## src/rtl/hue_wheel_pkg.sv

```systemverilog
// -----------------------------------------------------------------------------
// hue_pkg
// Shared types and helpers for the hue_wheel block.
//   sector_t      : hue sector S0..S5 (red->yellow->green->cyan->blue->magenta)
//   SECTOR_COUNT  : number of sectors in one hue revolution
//   CH_R/CH_G/CH_B: channel selectors for channel_duty()
//   next_sector() : sector sequencing, S5 wraps back to S0
//   channel_duty(): sector/level to per-channel duty mapping. The testbench
//                   uses this same function as its colour model.
// -----------------------------------------------------------------------------
package hue_pkg;

    localparam int SECTOR_COUNT = 6;

    localparam logic [1:0] CH_R = 2'd0;
    localparam logic [1:0] CH_G = 2'd1;
    localparam logic [1:0] CH_B = 2'd2;

    typedef enum logic [2:0] {
        S0 = 3'd0,
        S1 = 3'd1,
        S2 = 3'd2,
        S3 = 3'd3,
        S4 = 3'd4,
        S5 = 3'd5
    } sector_t;

    // Advance one sector; the last sector (and any illegal encoding) returns to S0.
    function automatic sector_t next_sector(input sector_t s);
        sector_t nxt;
        if ({29'd0, s} >= 32'(SECTOR_COUNT - 1)) begin
            nxt = S0;
        end else begin
            nxt = sector_t'(s + 3'd1);
        end
        return nxt;
    endfunction

    // Duty of one channel for a given sector and ramp level.
    // up = lvl, dn = max - lvl.
    function automatic logic [15:0] channel_duty(input sector_t     s,
                                                 input logic [1:0]  ch,
                                                 input logic [15:0] lvl,
                                                 input logic [15:0] max);
        logic [15:0] up;
        logic [15:0] dn;
        logic [15:0] r;
        logic [15:0] g;
        logic [15:0] b;
        logic [15:0] res;
        up = lvl;
        dn = max - lvl;
        case (s)
            S0:      begin r = max;   g = up;    b = 16'd0; end
            S1:      begin r = dn;    g = max;   b = 16'd0; end
            S2:      begin r = 16'd0; g = max;   b = up;    end
            S3:      begin r = 16'd0; g = dn;    b = max;   end
            S4:      begin r = up;    g = 16'd0; b = max;   end
            S5:      begin r = max;   g = 16'd0; b = dn;    end
            default: begin r = max;   g = 16'd0; b = 16'd0; end
        endcase
        case (ch)
            CH_R:    res = r;
            CH_G:    res = g;
            CH_B:    res = b;
            default: res = 16'd0;
        endcase
        return res;
    endfunction

endpackage

```

## src/rtl/hue_wheel_if.sv

```systemverilog
// -----------------------------------------------------------------------------
// hue_wheel_if
// Control and duty bus of the hue_wheel block.
//   enable       : ramp/prescaler run control      (master -> slave)
//   period_start : PWM period start pulse          (master -> slave)
//   pwm_r/g/b    : W-bit duty values               (slave -> master)
//   sector       : current hue sector 0..5         (slave -> master)
//   wrap         : one-cycle pulse on sector 5->0  (slave -> master)
// W = $clog2(PWM_MAX+1).
// -----------------------------------------------------------------------------
interface hue_wheel_if #(
    parameter int PWM_MAX = 1200
) ();
    localparam int W = $clog2(PWM_MAX + 1);

    logic         enable;
    logic         period_start;
    logic [W-1:0] pwm_r;
    logic [W-1:0] pwm_g;
    logic [W-1:0] pwm_b;
    logic [2:0]   sector;
    logic         wrap;

    modport master (
        output enable,
        output period_start,
        input  pwm_r,
        input  pwm_g,
        input  pwm_b,
        input  sector,
        input  wrap
    );

    modport slave (
        input  enable,
        input  period_start,
        output pwm_r,
        output pwm_g,
        output pwm_b,
        output sector,
        output wrap
    );
endinterface

```

## src/rtl/hue_wheel_step_prescaler.sv

```systemverilog
// -----------------------------------------------------------------------------
// step_prescaler
// Divides the clock down to one ramp-step tick every STEP_CYCLES enabled clocks.
//   clk      : system clock
//   rst      : synchronous active-high reset (count returns to 0)
//   i_enable : count while high, hold the count while low
//   o_tick   : high on the enabled cycle where the count is STEP_CYCLES-1
// -----------------------------------------------------------------------------
module step_prescaler #(
    parameter int STEP_CYCLES = 12000
) (
    input  logic clk,
    input  logic rst,
    input  logic i_enable,
    output logic o_tick
);
    localparam int CW = (STEP_CYCLES > 1) ? $clog2(STEP_CYCLES) : 1;
    localparam logic [CW-1:0] LAST = CW'(STEP_CYCLES - 1);

    logic [CW-1:0] r_pcnt;
    logic          w_at_last;

    // Terminal-count detect; the tick is only meaningful while enabled.
    always_comb begin
        w_at_last = (r_pcnt == LAST);
        o_tick    = i_enable & w_at_last;
    end

    // Prescaler counter: wraps to 0 after the terminal count, frozen when disabled.
    always_ff @(posedge clk) begin
        if (rst) begin
            r_pcnt <= {CW{1'b0}};
        end else if (i_enable) begin
            if (w_at_last) begin
                r_pcnt <= {CW{1'b0}};
            end else begin
                r_pcnt <= r_pcnt + CW'(1);
            end
        end else begin
            r_pcnt <= r_pcnt;
        end
    end
endmodule

```

## src/rtl/hue_wheel.sv

```systemverilog
// -----------------------------------------------------------------------------
// hue_wheel
// Sweeps three PWM duty values around the hue circle for an RGB LED driver.
// Parameters: PWM_MAX (full-scale duty), STEP_SIZE (duty per step, >=1),
//             STEP_CYCLES (clocks per step, >=1).
// Ports:
//   clk : system clock
//   rst : synchronous active-high reset
//   bus : hue_wheel_if.slave (enable, period_start in; pwm_r/g/b, sector,
//         wrap out)
// Build option: HUE_WHEEL_PERIOD_SYNC_EN
//   defined   - duty outputs load only on period_start edges, so the pwm
//               stage never sees a change inside a period
//   undefined - duty outputs load every clock; period_start is ignored
// -----------------------------------------------------------------------------
module hue_wheel
    import hue_pkg::*;
#(
    parameter int PWM_MAX     = 1200,
    parameter int STEP_SIZE   = 12,
    parameter int STEP_CYCLES = 12000
) (
    input  logic      clk,
    input  logic      rst,
    hue_wheel_if.slave bus
);
    localparam int W = $clog2(PWM_MAX + 1);
    localparam logic [W-1:0] MAX_W = W'(PWM_MAX);

    sector_t      r_sector;
    sector_t      w_sector_nxt;
    logic [W-1:0] r_lvl;
    logic [W-1:0] w_lvl_nxt;
    logic         r_wrap;
    logic         w_wrap_nxt;
    logic         w_tick;
    logic [31:0]  w_sum;
    logic [W-1:0] w_tgt_r;
    logic [W-1:0] w_tgt_g;
    logic [W-1:0] w_tgt_b;
    logic [W-1:0] r_pwm_r;
    logic [W-1:0] r_pwm_g;
    logic [W-1:0] r_pwm_b;

    step_prescaler #(
        .STEP_CYCLES(STEP_CYCLES)
    ) u_step_prescaler (
        .clk      (clk),
        .rst      (rst),
        .i_enable (bus.enable),
        .o_tick   (w_tick)
    );

    // Sector / level state register; wrap is registered so it follows the S5->S0 edge.
    always_ff @(posedge clk) begin
        if (rst) begin
            r_sector <= S0;
            r_lvl    <= {W{1'b0}};
            r_wrap   <= 1'b0;
        end else begin
            r_sector <= w_sector_nxt;
            r_lvl    <= w_lvl_nxt;
            r_wrap   <= w_wrap_nxt;
        end
    end

    // Ramp step: saturate at full scale, then spend one more step at full scale
    // before moving to the next sector with the level cleared.
    always_comb begin
        w_sector_nxt = r_sector;
        w_lvl_nxt    = r_lvl;
        w_wrap_nxt   = 1'b0;
        w_sum        = 32'(r_lvl) + 32'(STEP_SIZE);
        if (w_tick) begin
            if (r_lvl < MAX_W) begin
                if (w_sum >= 32'(PWM_MAX)) begin
                    w_lvl_nxt = MAX_W;
                end else begin
                    w_lvl_nxt = w_sum[W-1:0];
                end
            end else begin
                w_lvl_nxt    = {W{1'b0}};
                w_sector_nxt = next_sector(r_sector);
                w_wrap_nxt   = (r_sector == S5);
            end
        end else begin
            w_sector_nxt = r_sector;
            w_lvl_nxt    = r_lvl;
        end
    end

    // Target duties, combinational from the state registers.
    always_comb begin
        w_tgt_r = W'(channel_duty(r_sector, CH_R, 16'(r_lvl), 16'(PWM_MAX)));
        w_tgt_g = W'(channel_duty(r_sector, CH_G, 16'(r_lvl), 16'(PWM_MAX)));
        w_tgt_b = W'(channel_duty(r_sector, CH_B, 16'(r_lvl), 16'(PWM_MAX)));
    end

`ifdef HUE_WHEEL_PERIOD_SYNC_EN
    // Duty output registers: reload only at the start of a PWM period.
    always_ff @(posedge clk) begin
        if (rst) begin
            r_pwm_r <= MAX_W;
            r_pwm_g <= {W{1'b0}};
            r_pwm_b <= {W{1'b0}};
        end else if (bus.period_start) begin
            r_pwm_r <= w_tgt_r;
            r_pwm_g <= w_tgt_g;
            r_pwm_b <= w_tgt_b;
        end else begin
            r_pwm_r <= r_pwm_r;
            r_pwm_g <= r_pwm_g;
            r_pwm_b <= r_pwm_b;
        end
    end
`else
    // period_start is kept on the bus for a stable interface but has no effect here.
    logic w_unused_period_start;
    assign w_unused_period_start = bus.period_start;

    // Duty output registers: follow the target one clock behind the state.
    always_ff @(posedge clk) begin
        if (rst) begin
            r_pwm_r <= MAX_W;
            r_pwm_g <= {W{1'b0}};
            r_pwm_b <= {W{1'b0}};
        end else begin
            r_pwm_r <= w_tgt_r;
            r_pwm_g <= w_tgt_g;
            r_pwm_b <= w_tgt_b;
        end
    end
`endif

    assign bus.pwm_r  = r_pwm_r;
    assign bus.pwm_g  = r_pwm_g;
    assign bus.pwm_b  = r_pwm_b;
    assign bus.sector = 3'(r_sector);
    assign bus.wrap   = r_wrap;
endmodule
```

## src/flat_wrapper.sv

```systemverilog
// flat-port wrapper written by rule: the top's interface ports become plain ports
module hue_wheel_flat import hue_pkg::*;
#(
    parameter int PWM_MAX     = 1200,
    parameter int STEP_SIZE   = 12,
    parameter int STEP_CYCLES = 12000
)
  (clk, rst, bus_enable, bus_period_start, bus_pwm_r, bus_pwm_g, bus_pwm_b, bus_sector, bus_wrap);
  hue_wheel_if #(.PWM_MAX(PWM_MAX)) bus_i ();
  input  logic clk;
  input  logic rst;
  input wire logic [$bits(bus_i.enable)-1:0] bus_enable;
  input wire logic [$bits(bus_i.period_start)-1:0] bus_period_start;
  output wire logic [$bits(bus_i.pwm_r)-1:0] bus_pwm_r;
  output wire logic [$bits(bus_i.pwm_g)-1:0] bus_pwm_g;
  output wire logic [$bits(bus_i.pwm_b)-1:0] bus_pwm_b;
  output wire logic [$bits(bus_i.sector)-1:0] bus_sector;
  output wire logic [$bits(bus_i.wrap)-1:0] bus_wrap;
  assign bus_i.enable = bus_enable;
  assign bus_i.period_start = bus_period_start;
  assign bus_pwm_r = bus_i.pwm_r;
  assign bus_pwm_g = bus_i.pwm_g;
  assign bus_pwm_b = bus_i.pwm_b;
  assign bus_sector = bus_i.sector;
  assign bus_wrap = bus_i.wrap;
  hue_wheel #(.PWM_MAX(PWM_MAX), .STEP_SIZE(STEP_SIZE), .STEP_CYCLES(STEP_CYCLES)) u_core (.clk(clk), .rst(rst), .bus(bus_i));
endmodule
```

## config.mk

```make
export PLATFORM = sky130hd
export DESIGN_NAME = hue_wheel_flat
export DESIGN_NICKNAME = d
export VERILOG_FILES = /design/src/rtl/hue_wheel_pkg.sv /design/src/rtl/hue_wheel_if.sv /design/src/rtl/hue_wheel_step_prescaler.sv /design/src/rtl/hue_wheel.sv /design/src/flat_wrapper.sv
export SDC_FILE = /design/constraint.sdc
export NUM_CORES = 1
export LEC_CHECK = 0
export BUFFER_PORTS_ARGS = -buffer_cell sky130_fd_sc_hd__buf_2
export CAP_MARGIN = 10
export CELL_PAD_IN_SITES_DETAIL_PLACEMENT = 2
export CELL_PAD_IN_SITES_GLOBAL_PLACEMENT = 2
export CORE_ASPECT_RATIO = 0.6
export CORE_MARGIN = 4
export CORE_UTILIZATION = 38
export CTS_BUF_LIST = sky130_fd_sc_hd__clkbuf_4 sky130_fd_sc_hd__clkbuf_8
export DETAILED_ROUTE_END_ITERATION = 6
export GPL_ROUTABILITY_DRIVEN = 0
export PLACE_DENSITY = 0.95
export SLEW_MARGIN = 5
export SYNTH_ARGS = -nofsm -noshare
export SYNTH_HDL_FRONTEND = slang
export SYNTH_SLANG_ARGS = --single-unit
```

## constraint.sdc

```tcl
create_clock -name clk -period 5.8 [get_ports clk]
set_input_delay 1.16 -clock clk [delete_from_list [all_inputs] [get_ports clk]]
set_output_delay 1.16 -clock clk [all_outputs]
set_load 0.1 [all_outputs]
```

Word level (Yosys, flattened, before mapping)
Index checks and enable logic that the tools add are counted.
{"block": "classes", "add_sub_neg": 4, "mul": 0, "div_mod_pow": 0, "magnitude_cmp": 3, "n_eq_ne": 6, "shift": 0, "mux": 7, "bitwise": 3, "n_reduce_logical": 6}
{"cell": "$pmux 11 s3", "count": 3}
{"cell": "$ge 32x11->1 const B", "count": 1}
{"cell": "$mux 11", "count": 2}
{"cell": "$add 14x1->14 const B", "count": 1}
{"cell": "$eq 14x14->1 const B", "count": 1}
{"cell": "$mux 14", "count": 1}
{"cell": "$add 11x4->12 const B", "count": 1}
{"cell": "$lt 11x11->1 const B", "count": 1}
{"cell": "$sub 11x11->11 const A", "count": 1}
{"cell": "$eq 3x2->1 const B", "count": 2}
{"cell": "$eq 3x3->1 const B", "count": 2}
{"cell": "$reduce_or 2->1", "count": 3}
{"cell": "$add 3x1->3 const B", "count": 1}
{"cell": "$eq 3x1->1 const B", "count": 1}
{"cell": "$ge 3x3->1 const B", "count": 1}
{"cell": "$logic_not 3->1", "count": 1}
{"cell": "$mux 3", "count": 1}
{"cell": "$reduce_or 3->1", "count": 1}
{"cell": "$not 1->1", "count": 2}
{"cell": "$reduce_and 2->1", "count": 1}
{"cell": "$and 1x1->1", "count": 1}
{"block": "totals", "register_bits": 62, "latchBits": 0, "ramBits": 0, "romBits": 0, "output_inout_bits": 37, "word_cells": 36, "n_memories": 0}

Logic depth before layout (Yosys ltp)
Gate-level depths: netlist of run 1.
{"block": "logic_depth", "depth_word": 4, "depth_mapped": 10, "mapped_depth_nobuf": 8}

Modules after synthesis
Synthesis of run 1 repeated with hierarchy kept, for this count alone.
{"block": "hier_totals", "cells_unflattened": 326, "area_unflattened_um2": 2819.0}
{"module": "hue_wheel", "n_inst": 1, "cells_per_inst": 249, "area_per_inst_um2": 2123.3, "seq_area_each_um2": 920.9}
{"module": "step_prescaler", "n_inst": 1, "cells_per_inst": 77, "area_per_inst_um2": 695.7, "seq_area_each_um2": 280.3}

Least setup slack after synthesis of run 1
OpenSTA, ideal clock, no wires.
{"block": "synth_path", "path_kind": "in2reg", "from": "in bus_enable", "to": "reg u_core.r_lvl[9]", "setup_ps": 84, "arrival_ps": 2353, "required_ps": 5716, "setup_slack_ps": 3362, "path_stages": 5, "path_cell_list": "and4_1 > nand4_1 > or3_1 > or2_4 > o31ai_2"}
{"block": "synth_between", "elab_chain_len": 1}
{"element": "start: declaration", "line": "flat_wrapper.sv:12", "source": "input wire logic [$bits(bus_i.enable)-1:0] bus_enable;"}
{"element": "$and 1x1->1", "line": "hue_wheel_step_prescaler.sv:26", "source": "o_tick = i_enable & w_at_last;"}
{"element": "end signal: assignment", "line": "hue_wheel.sv:58", "source": "r_lvl <= {W{1'b0}};"}
{"element": "end signal: assignment", "line": "hue_wheel.sv:62", "source": "r_lvl <= w_lvl_nxt;"}
{"element": "end: declaration", "line": "hue_wheel.sv:32", "source": "logic [W-1:0] r_lvl;"}
No other way between the ends.
A chain may end at the register's enable or synchronous reset.

Worst setup path in the final report of run 1
{"block": "layout_path", "from": "reg u_core.r_lvl[2]", "to": "reg u_core.r_lvl[3]"}
{"block": "layout_between", "elab_chain_len": 4, "word_cells_on_any_way": 5, "classes_between": "add/sub: 1; order compare: 2; mux: 2"}
{"element": "$add 11x4->12", "line": "hue_wheel.sv:73", "source": "w_sum = 32'(r_lvl) + 32'(STEP_SIZE);"}
{"element": "$ge 32x11->1", "line": "hue_wheel.sv:76", "source": "if (w_sum >= 32'(PWM_MAX)) begin"}
{"element": "$mux 11", "line": "hue_wheel.sv:76"}
{"element": "$mux 11 (*)", "line": "hue_wheel.sv:75", "source": "if (r_lvl < MAX_W) begin"}
Every way passes the cells marked *; elsewhere a longest branch is shown, timed or not.

==> flow_metrics.py, run 1 <==
metrics = {
    "floorplan": {
        "fp.dieW_um": 119,
        "rows": 23,
        "core_area_um2": 6910,
        "die_y_um": 74.4,
        "io_pins": 41,
        "dieArea_um2": 8820,
        "initial_utilization_pct": 40.4,
    },
    "routing": {
        "drcViolationCount": 0,
        "via_per_inst": 5.64,
        "ant_nets": 0,
        "drtIter0Drc": 137,
        "vias": 2561,
        "drt_pass1_iterations": 5,
        "routedWlPerCell_um": 20.1,
        "totalWireLength_mm": 9.11,
    },
    "global_routing": {
        "gr-usage-all-layers_pct": 22.5,
        "grt-ovfl-total": 0,
        "grt_pass1_wl_mm": 15.2,
        "grt_max_degree": 28,
        "grt_antenna_before_repair": 0,
        "first_global_vias": 2718,
    },
    "worst_setup_path": {
        "crit_path_max_fanout": 10,
        "worst_ep_arrival_time_ns": 3.11,
        "criticalPathCategory": "reg -> reg",
        "required_ns": 6.01,
        "cp-start-kind": "flop",
        "crit_path_end_kind": "flop",
    },
    "sta": {
        "period_minus_slack_ns": 2.90,
        "max-slew-margin-rel_pct": 43.1,
        "clock.fmax_mhz": 345,
        "maxSlewViolCount": 0,
        "setup_viol": 0,
        "fin_setup_tns_ns": 0,
        "rsz0062_at_grt": "false",
        "final_hold_viol_count": 0,
        "finClkSkew_ns": 0.0100,
        "max_slew.worst_pin.slew_ns": 0.852,
        "finalCritPeriodShare_pct": 49.9,
    },
    "logic_synthesis": {
        "synth_seq_area_share_pct": 43.0,
        "synth.avg_cell_area_um2": 8.53,
        "async_reset_ff_share_pct": 0,
        "synth_area_leaders": "dfxtp_1 43%, nor2_1 5.2%, ha_1 4.5%, nand2_1 4.2%, a21oi_1 3.9%",
        "synth_edf_count": 0,
        "netlist.area_leader.share_pct": 43.0,
        "netlist_instances": 327,
        "synth_cell_types": 52,
        "synth_area_um2": 2790,
        "synth_top_area_cell": "dfxtp_1",
        "synthFlopType": "dfxtp_1",
        "ys.warnings.count": 0,
        "ys_ff_latch": 60,
    },
    "pwr": {
        "p_leak_nw": 1.28,
        "p_per_area_nw_per_um2": 260,
        "ir_drop_mv": 0.168,
    },
    "cts": {
        "cts.sinks": 60,
        "cts_buffers": 9,
        "clock_latency_ns": 0.35,
        "cts_setup_buffers": 0,
        "clkTransAtPathRegs_ns": 0.07,
        "cts_max_level": 3,
        "ctsResizeCount": 0,
        "cts_root_buf": "clkbuf_8",
        "ctsHoldBuffers": 0,
        "cts_tree": "done",
        "clk_path_buf_depth": 2,
    },
    "placement": {
        "io_buffer_count": 39,
        "place_area_um2": 3020,
        "place_hpwl_mm": 6.50,
    },
    "cells_and_area": {
        "final_cell_area_um2": 3230,
        "insertedDiodeCount": 0,
        "drive_above_1_share_pct": 18.8,
        "fin_nets": 376,
        "area_growth_pct": 15.7,
    },
    "worst_hold_path": {
        "hp-class": "reg -> reg",
    },
    "job": {
        "cap_violations": 0,
    },
    "status": {
        "outcome": "completed",
    },
}
## cells in the mapped netlist (2+ instances only)
cell / count
dfxtp_1: 60
clkbuf_1: 13
buf_1: 2
o311ai_0: 2
or2_2: 4
nand3_1: 10
a31oi_1: 7
and4_1: 2
nor2b_1: 6
nor3b_1: 2
mux2i_1: 3
a21o_1: 3
inv_1: 6
a41oi_1: 2
nand2b_1: 4
a211oi_1: 2
nand2_1: 31
o21ai_0: 15
and3_1: 6
and2_1: 3
a21oi_1: 22
buf_2: 3
o31ai_2: 2
mux2_2: 2
nor2_1: 39
or3_1: 4
nand4_1: 4
xor2_1: 10
a22oi_1: 11
ha_1: 10
o22ai_1: 2
xnor2_1: 6
nor3_1: 10
## path summary, 6_finish.rpt
kind	slack, ns	startpoint	cells past startpoint	to
worst max-delay path	2.90	u_core.r_lvl[2]	8	u_core.r_lvl[3]
worst min-delay path	0.51	u_core.u_step_prescaler.r_pcnt[10]	2	u_core.u_step_prescaler.r_pcnt[10]
worst max register to register	2.90	u_core.r_lvl[2]	8	u_core.r_lvl[3]
worst min register to register	0.51	u_core.u_step_prescaler.r_pcnt[10]	2	u_core.u_step_prescaler.r_pcnt[10]
## flip-flops by register name (all words and copies together), names as in the netlist
register	flops
u_core.r_lvl	9
u_core.bus.sector	3
u_core.bus.pwm_b	11
u_core.bus.wrap	1
u_core.bus.pwm_g	11
u_core.u_step_prescaler.r_pcnt	14
u_core.bus.pwm_r	11
## layout make-up
type                    instances  area [µm²]
fillers                       764        3680
multi-input cells             246        1500
flip-flops and latches         60        1200
repair buffers                 39         195
clock buffers                  12         159
well taps                      87         109
clock inverters                 4        47.5
inverters                       6        22.5
## where the power goes
| part | internal [mW] | switching [mW] |
|---|---|---|
| clock | 0.225 | 0.166 |
| combinational | 0.00446 | 0.0259 |
| sequential | 0.416 | 0.00256 |
| total | 0.645 | 0.195 |
## metrics by stage
step           power (mW)  cells  util, %  worst slack, ns  hold slack (ns)
2_1_floorplan       0.451    332        -             3.36            0.472
3_3_place_gp        0.456    438     43.8             3.02            0.492
3_5_place_dp        0.458    438     43.8             2.93            0.507
4_1_cts             0.850    454     46.8             2.93            0.521
5_1_grt             0.877    454     46.8             2.68            0.563
6_report            0.840    454     46.8             2.90            0.514
## cell usage in the layout, fill, tap and decap left out, drive strengths merged, types with 5 or more instances in the layout
| cell type | instances |
|---|---|
| ha | 10 |
| a22oi | 11 |
| a21oi | 22 |
| nor2 | 39 |
| clkbuf | 12 |
| xor2 | 10 |
| inv | 6 |
| dfxtp | 60 |
| xnor2 | 6 |
| nand3 | 10 |
| nor2b | 6 |
| and3 | 6 |
| nor3 | 10 |
| or2 | 5 |
| buf | 39 |
| o21ai | 17 |
| nand2 | 32 |
| conb | 6 |
| a31oi | 7 |
## logic make-up (layout without fill, tap and decap cells)
logic type | after synthesis | count (layout) | synth area share, %
fa+ha+maj | 10 | 10 | 4.48
mux | 5 | 5 | 1.88
flops | 60 | 60 | 43.0
compound gates | 76 | 76 | 17.8
buf+inv | 26 | 61 | 4.04
simple gates | 133 | 133 | 23.6
xor+xnor | 16 | 16 | 5.02
other cells | 1 | 6 | 0.134
## routing by layer
metal | wire length [µm] | part of all wire [%] | vias up | GRT usage [%]
met5 | 0 | 0 | - | 0
met4 | 80 | 0.88 | 0 | 6.16
met3 | 576 | 6.3 | 6 | 6.38
met2 | 4210 | 46 | 71 | 37.0
met1 | 4240 | 47 | 1278 | 29.4
li1 | - | - | 1206 | -
## worst max-delay path: stages, from the launching register on
cell and delay (ns):
dfxtp_1 0.60, inv_1 0.13, ha_1 0.32, and3b_1 0.51, nand3_1 0.15, mux2_2 0.35, a21oi_1 0.36, or2_4 0.25
o22ai_1 0.09
No activity file was read; power rests on OpenSTA's default activity.
==> run 2, diff against run 1 <==
--- a/config.mk
+++ b/config.mk
@@ -5,17 +5,18 @@
 export SDC_FILE = /design/constraint.sdc
 export NUM_CORES = 1
 export LEC_CHECK = 0
+export ABC_AREA = 1
 export BUFFER_PORTS_ARGS = -buffer_cell sky130_fd_sc_hd__buf_2
 export CAP_MARGIN = 10
 export CELL_PAD_IN_SITES_DETAIL_PLACEMENT = 2
 export CELL_PAD_IN_SITES_GLOBAL_PLACEMENT = 2
 export CORE_ASPECT_RATIO = 0.6
 export CORE_MARGIN = 4
-export CORE_UTILIZATION = 38
+export CORE_UTILIZATION = 30
 export CTS_BUF_LIST = sky130_fd_sc_hd__clkbuf_4 sky130_fd_sc_hd__clkbuf_8
 export DETAILED_ROUTE_END_ITERATION = 6
 export GPL_ROUTABILITY_DRIVEN = 0
-export PLACE_DENSITY = 0.95
+export PLACE_DENSITY = 0.86
 export SLEW_MARGIN = 5
 export SYNTH_ARGS = -nofsm -noshare
 export SYNTH_HDL_FRONTEND = slang
==> constraint.sdc (replaced) <==
create_clock -name clk -period 2.35 [get_ports clk]
set_input_delay 0.47 -clock clk [delete_from_list [all_inputs] [get_ports clk]]
set_output_delay 0.47 -clock clk [all_outputs]
set_load 0.1 [all_outputs]
==> run 2 against run 1 <==
Against the previous run: routed wire length decreased by 0.12%; highest routed layer unchanged; flip-flop and latch count unchanged; critical path depth increased by 4; synthesized area increased by 0.85%; critical path type unchanged; clock-buffer cell count decreased by 3; register-to-register slack got worse by 2.5 ns.
==> flow_metrics.py, run 2 <==
metrics = {
    "status": {
        "outcome": "completed",
    },
    "cells_and_area": {
        "fin_nets": 443,
        "drive_above_1_share_pct": 18.0,
        "final_common_cell": "nand2_1",
        "final_cell_mix": "103 x nand2_1, 60 x dfxtp_1, 39 x nor2_1, 39 x buf_2",
        "final_cell_area_um2": 3330,
        "max_flop_register": "u_core.u_step_prescaler.r_pcnt",
        "area_growth_pct": 18.3,
        "insertedDiodeCount": 0,
        "largest_reg_flops": 14,
        "layout.cells.non_filler": 564,
    },
    "worst_hold_path": {
        "hp-class": "reg -> reg",
    },
    "floorplan": {
        "fp.dieW_um": 133,
        "rows": 27,
        "initial_utilization_pct": 30.7,
        "core_area_um2": 9160,
        "die_y_um": 83.0,
        "io_pins": 41,
        "dieArea_um2": 11000,
    },
    "worst_setup_path": {
        "crit_path_max_fanout": 8,
        "required_ns": 2.60,
        "criticalPathCategory": "reg -> reg",
        "worst_ep_arrival_time_ns": 2.19,
        "cp-start-kind": "flop",
        "crit_path_end_kind": "flop",
    },
    "cts": {
        "ctsHoldBuffers": 0,
        "cts_tree": "done",
        "clk_path_buf_depth": 2,
        "cts_buffers": 9,
        "cts.sinks": 60,
        "cts_root_buf": "clkbuf_8",
        "cts_max_level": 3,
        "ctsResizeCount": 0,
        "clkTransAtPathRegs_ns": 0.07,
        "cts_setup_buffers": 0,
        "clock_latency_ns": 0.36,
    },
    "pwr": {
        "ir_drop_mv": 0.268,
        "p_leak_nw": 1.44,
        "p_per_area_nw_per_um2": 618,
    },
    "global_routing": {
        "first_global_vias": 2902,
        "gr-usage-all-layers_pct": 17.4,
        "grt_max_degree": 20,
        "grt_pass1_wl_mm": 15.3,
        "grt_antenna_before_repair": 0,
        "grt-ovfl-total": 0,
    },
    "sta": {
        "finalCritPeriodShare_pct": 82.7,
        "period_minus_slack_ns": 1.94,
        "setup_viol": 0,
        "clock.fmax_mhz": 514,
        "finClkSkew_ns": 0.00824,
        "rsz0062_at_grt": "false",
        "fin_setup_tns_ns": 0,
        "final_hold_viol_count": 0,
        "whs_ns": 0.477,
        "maxSlewViolCount": 0,
    },
    "placement": {
        "dp.cells": 548,
        "place_hpwl_mm": 6.95,
        "place_area_um2": 3130,
        "io_buffer_count": 39,
    },
    "logic_synthesis": {
        "async_reset_ff_share_pct": 0,
        "synth_common_cells": "103 x nand2_1, 60 x dfxtp_1, 39 x nor2_1",
        "synth.avg_cell_area_um2": 7.33,
        "ys.warnings.count": 0,
        "synth_area_um2": 2810,
        "netlist.area_leader.share_pct": 42.7,
        "synth_top_area_cell": "dfxtp_1",
        "ys_ff_latch": 60,
        "synthFlopType": "dfxtp_1",
        "synth_seq_area_share_pct": 42.7,
        "netlist_instances": 384,
        "synth_area_leaders": "dfxtp_1 43%, nand2_1 14%, a21oi_1 6.2%, nor2_1 5.2%, inv_1 4.7%",
        "synth_cell_types": 35,
        "synth_edf_count": 0,
        "yosysMostFrequentCell": "nand2_1",
    },
    "job": {
        "cap_violations": 0,
    },
    "routing": {
        "drcViolationCount": 0,
        "ant_nets": 0,
        "routedWlPerCell_um": 16.1,
        "drt_pass1_iterations": 4,
        "drtIter0Drc": 142,
        "via_per_inst": 4.78,
        "vias": 2695,
        "totalWireLength_mm": 9.10,
    },
}
run 2: metal layers:
metal,vias up,track usage [%],routed length (µm)
met4,0,5.09,144
li1,1315,-,-
met1,1311,23.4,4490
met3,16,5.15,467
met2,53,26.9,4000
met5,-,0,0
run 2: through the flow:
| stage | util [%] | total power [mW] | worst slack, ns |
|---|---|---|---|
| finish | 36.4 | 2.06 | 0.406 |
| detailed placement | 34.2 | 1.13 | 0.447 |
| global placement | 34.2 | 1.13 | 0.553 |
| floorplan | - | 1.11 | 0.125 |
| global route | 36.4 | 2.15 | 0.167 |
| CTS | 36.4 | 2.09 | 0.383 |
run 2: final timing paths:
| path | slack, ns | endpoint | start | depth (start not counted) |
|---|---|---|---|---|
| max reg2reg | 0.41 | u_core.r_lvl[5] | u_core.r_lvl[3] | 12 |
| min reg2reg | 0.48 | u_core.u_step_prescaler.r_pcnt[11] | u_core.u_step_prescaler.r_pcnt[11] | 2 |
| max | 0.41 | u_core.r_lvl[5] | u_core.r_lvl[3] | 12 |
| min | 0.48 | u_core.u_step_prescaler.r_pcnt[11] | u_core.u_step_prescaler.r_pcnt[11] | 2 |
run 2: where the power goes:
part	internal, mW	total (mW)	switching (mW)
combinational	0.0103	0.0753	0.0650
clock	0.494	0.952	0.459
sequential	1.02	1.03	0.00424
total	1.53	2.06	0.528
run 2: layout make-up:
cell class,instances,area [µm²]
fill,1098,5830
multi-input combinational,278,1410
sequential,60,1200
timing repair buffer,40,203
tap,130,163
inverter,40,150
clock buffer,9,124
clock inverter,7,76.3
run 2: cell families after synthesis:
logic type,Yosys count,share of synthesized area [%]
other,1,0.133
adder cells (fa/ha/maj),10,4.45
AO/OA/AOI/OAI,52,9.87
buffers and inverters,51,7.78
AND/OR/NAND/NOR,200,32.0
XOR/XNOR,10,3.11
flip-flops,60,42.7
run 2: critical path, stage by stage (launching register included):
cell and delay (ns):
dfxtp_1 0.47, inv_1 0.12, ha_1 0.27, nor2_1 0.19
nand2_1 0.15, nand2_1 0.15, nand2_1 0.07, nand2_1 0.05
nand2_1 0.08, nand2_4 0.12, nand2_1 0.06, nand2_1 0.06
nand2_1 0.05
==> run 3, diff against run 2 <==
--- a/config.mk
+++ b/config.mk
@@ -12,11 +12,11 @@
 export CELL_PAD_IN_SITES_GLOBAL_PLACEMENT = 2
 export CORE_ASPECT_RATIO = 0.6
 export CORE_MARGIN = 4
-export CORE_UTILIZATION = 30
+export CORE_UTILIZATION = 33
 export CTS_BUF_LIST = sky130_fd_sc_hd__clkbuf_4 sky130_fd_sc_hd__clkbuf_8
 export DETAILED_ROUTE_END_ITERATION = 6
 export GPL_ROUTABILITY_DRIVEN = 0
-export PLACE_DENSITY = 0.86
+export PLACE_DENSITY = 0.9
 export SLEW_MARGIN = 5
 export SYNTH_ARGS = -nofsm -noshare
 export SYNTH_HDL_FRONTEND = slang
==> constraint.sdc (replaced) <==
create_clock -name clk -period 2 [get_ports clk]
set_input_delay 0.4 -clock clk [delete_from_list [all_inputs] [get_ports clk]]
set_output_delay 0.4 -clock clk [all_outputs]
set_load 0.1 [all_outputs]
==> run 3 against run 2 <==
Against the previous run: first-iteration DRC count is 15% higher; sequential power is 17% higher; cell count is 2.3% lower; flip-flop and latch count stayed put; combinational power is 26% higher; largest power group unchanged.
==> flow_metrics.py, run 3 (same netlist as run 2, synthesis figures left out) <==
metrics = {
    "routing": {
        "totalWireLength_mm": 11.0,
        "wl_met3_um": 682,
        "drt_pass1_iterations": 4,
        "drtIter0Drc": 163,
        "ant_nets": 0,
        "wl_met2_mm": 5.21,
        "vias": 2854,
        "via_per_inst": 5.18,
        "drcViolationCount": 0,
        "routedWlPerCell_um": 20.0,
        "m1WireLength_mm": 4.76,
        "routed.top_layer": "met4",
    },
    "cells_and_area": {
        "fin_util_pct": 42.0,
        "area_growth_pct": 20.3,
        "final_cell_mix": "103 x nand2_1, 55 x dfxtp_1, 39 x buf_2, 38 x nor2_1, 35 x inv_1",
        "fin_nets": 452,
        "max_flop_register": "u_core.u_step_prescaler.r_pcnt",
        "final_common_cell": "nand2_1",
        "fillers": 951,
        "insertedDiodeCount": 0,
        "drive_above_1_share_pct": 21.4,
        "largest_reg_flops": 14,
        "layout.cells.non_filler": 551,
    },
    "cts": {
        "cts.sinks": 60,
        "clkTransAtPathRegs_ns": 0.07,
        "cts_root_buf": "clkbuf_8",
        "clk_path_buf_depth": 2,
        "ctsHoldBuffers": 0,
        "cts_buffers": 9,
        "clock_latency_ns": 0.37,
        "cts_tree": "done",
        "cts_max_level": 3,
    },
    "worst_hold_path": {
        "min-delay-start": "rst",
        "hp-class": "in -> reg",
    },
    "sta": {
        "clock.fmax_mhz": 545,
        "period_minus_slack_ns": 1.83,
        "final_hold_viol_count": 0,
        "whs_ns": 0.290,
        "maxSlewViolCount": 0,
        "fin_setup_tns_ns": 0,
        "rsz0062_at_grt": "false",
        "finalCritPeriodShare_pct": 91.7,
        "setup_viol": 0,
        "finClkSkew_ns": 0.0182,
    },
    "placement": {
        "dp.cells": 535,
        "place_hpwl_mm": 7.66,
        "io_buffer_count": 39,
    },
    "floorplan": {
        "initial_utilization_pct": 34.9,
        "die_y_um": 79.5,
        "fp.dieW_um": 127,
        "io_pins": 41,
        "core_area_um2": 8070,
        "rows": 25,
        "dieArea_um2": 10100,
    },
    "global_routing": {
        "grt_max_degree": 16,
        "gr-usage-all-layers_pct": 23.0,
        "grt_antenna_before_repair": 0,
        "grt_pass1_wl_mm": 17.7,
        "first_global_vias": 3264,
        "grt-ovfl-total": 0,
    },
    "worst_setup_path": {
        "r2r-start": "u_core.r_lvl[2]",
        "cp-start-kind": "flop",
        "startpoint": "u_core.r_lvl[2]",
        "crit_path_end_kind": "flop",
        "required_ns": 2.26,
        "criticalPathCategory": "reg -> reg",
        "worst_ep_arrival_time_ns": 2.10,
        "critPathMostFrequentCell": "nand2_1",
        "crit_path_max_fanout": 8,
        "slowest_delay_ns": 0.38,
        "crit_chain": "inv_1 > ha_2 > nor2_2 > nand2_1 > nand2_1 > nand2_1 > nand2_1 > nand2_1 > nand2_4 > nand2_1 > nand2_1 > nand2_1",
        "cpMaxStageDelayCell": "dfxtp_2",
    },
    "pwr": {
        "total_power_mw": 2.45,
        "p_leak_nw": 1.49,
        "ir_drop_mv": 0.302,
        "p_per_area_nw_per_um2": 724,
    },
    "job": {
        "cap_violations": 0,
    },
    "status": {
        "outcome": "completed",
    },
}
-- run 3: changes by cell type in the layout (fill, tap and decap cells not counted), sizes merged --
cell,delta
buf,+9
clkbuf,+1
inv,-1
-- run 3: critical path, delay by kind of cell, from the launching register on --
kind,cells,cell delay [ns]
flops,1,0.38
simple gates,10,1.00
fa+ha+maj,1,0.24
buf+inv,1,0.11
-- run 3: cell type report --
| class | count | area (µm²) | share of cell area (%) |
|---|---|---|---|
| clock buffers | 10 | 138 | 4.07 |
| inverters | 40 | 150 | 4.43 |
| repair buffers | 49 | 270 | 7.98 |
| multi-input cells | 278 | 1420 | 42.0 |
| well taps | 108 | 135 | 3.99 |
| clock inverters | 6 | 63.8 | 1.88 |
| flip-flops and latches | 60 | 1210 | 35.7 |
-- run 3: what timing repair did --
| action | CTS | global route |
|---|---|---|
| setup endpoints to repair | 1 | 5 |
| gates resized for setup | 1 | 4 |
| hold endpoints to repair | 0 | 0 |
| buffers inserted | 0 | 0 |
-- run 3: power by group --
part	switching (mW)	leakage [nW]	internal, mW	total, mW
registers	0.00604	0.489	1.20	1.21
logic	0.0787	0.907	0.0162	0.0949
clock network	0.538	0.0983	0.606	1.14
total	0.623	1.49	1.83	2.45
-- run 3: worst paths after layout --
path / to / slack (ns) / cells after the start
hold reg to reg: u_core.u_step_prescaler.r_pcnt[11] / 0.50 / 2
setup reg to reg: u_core.r_lvl[5] / 0.17 / 12
hold / removal: u_core.u_step_prescaler.r_pcnt[2] / 0.29 / 2
setup / recovery: u_core.r_lvl[5] / 0.17 / 12
-- run 3: metal layers --
| layer | GRT usage (%) | vias up |
|---|---|---|
| li1 | - | 1326 |
| met1 | 26.8 | 1402 |
| met5 | 0 | - |
| met2 | 39.1 | 91 |
| met3 | 6.89 | 35 |
| met4 | 10.9 | 0 |
-- run 3: per-stage QoR --
| step | setup WS, ns | cell area, µm² |
|---|---|---|
| 6_report | 0.165 | 3390 |
| 2_1_floorplan | 0.176 | 2840 |
| 4_1_cts | 0.0811 | 3380 |
| 3_3_place_gp | 0.283 | 3170 |
| 3_5_place_dp | 0.107 | 3170 |
| 5_1_grt | 0.0487 | 3390 |
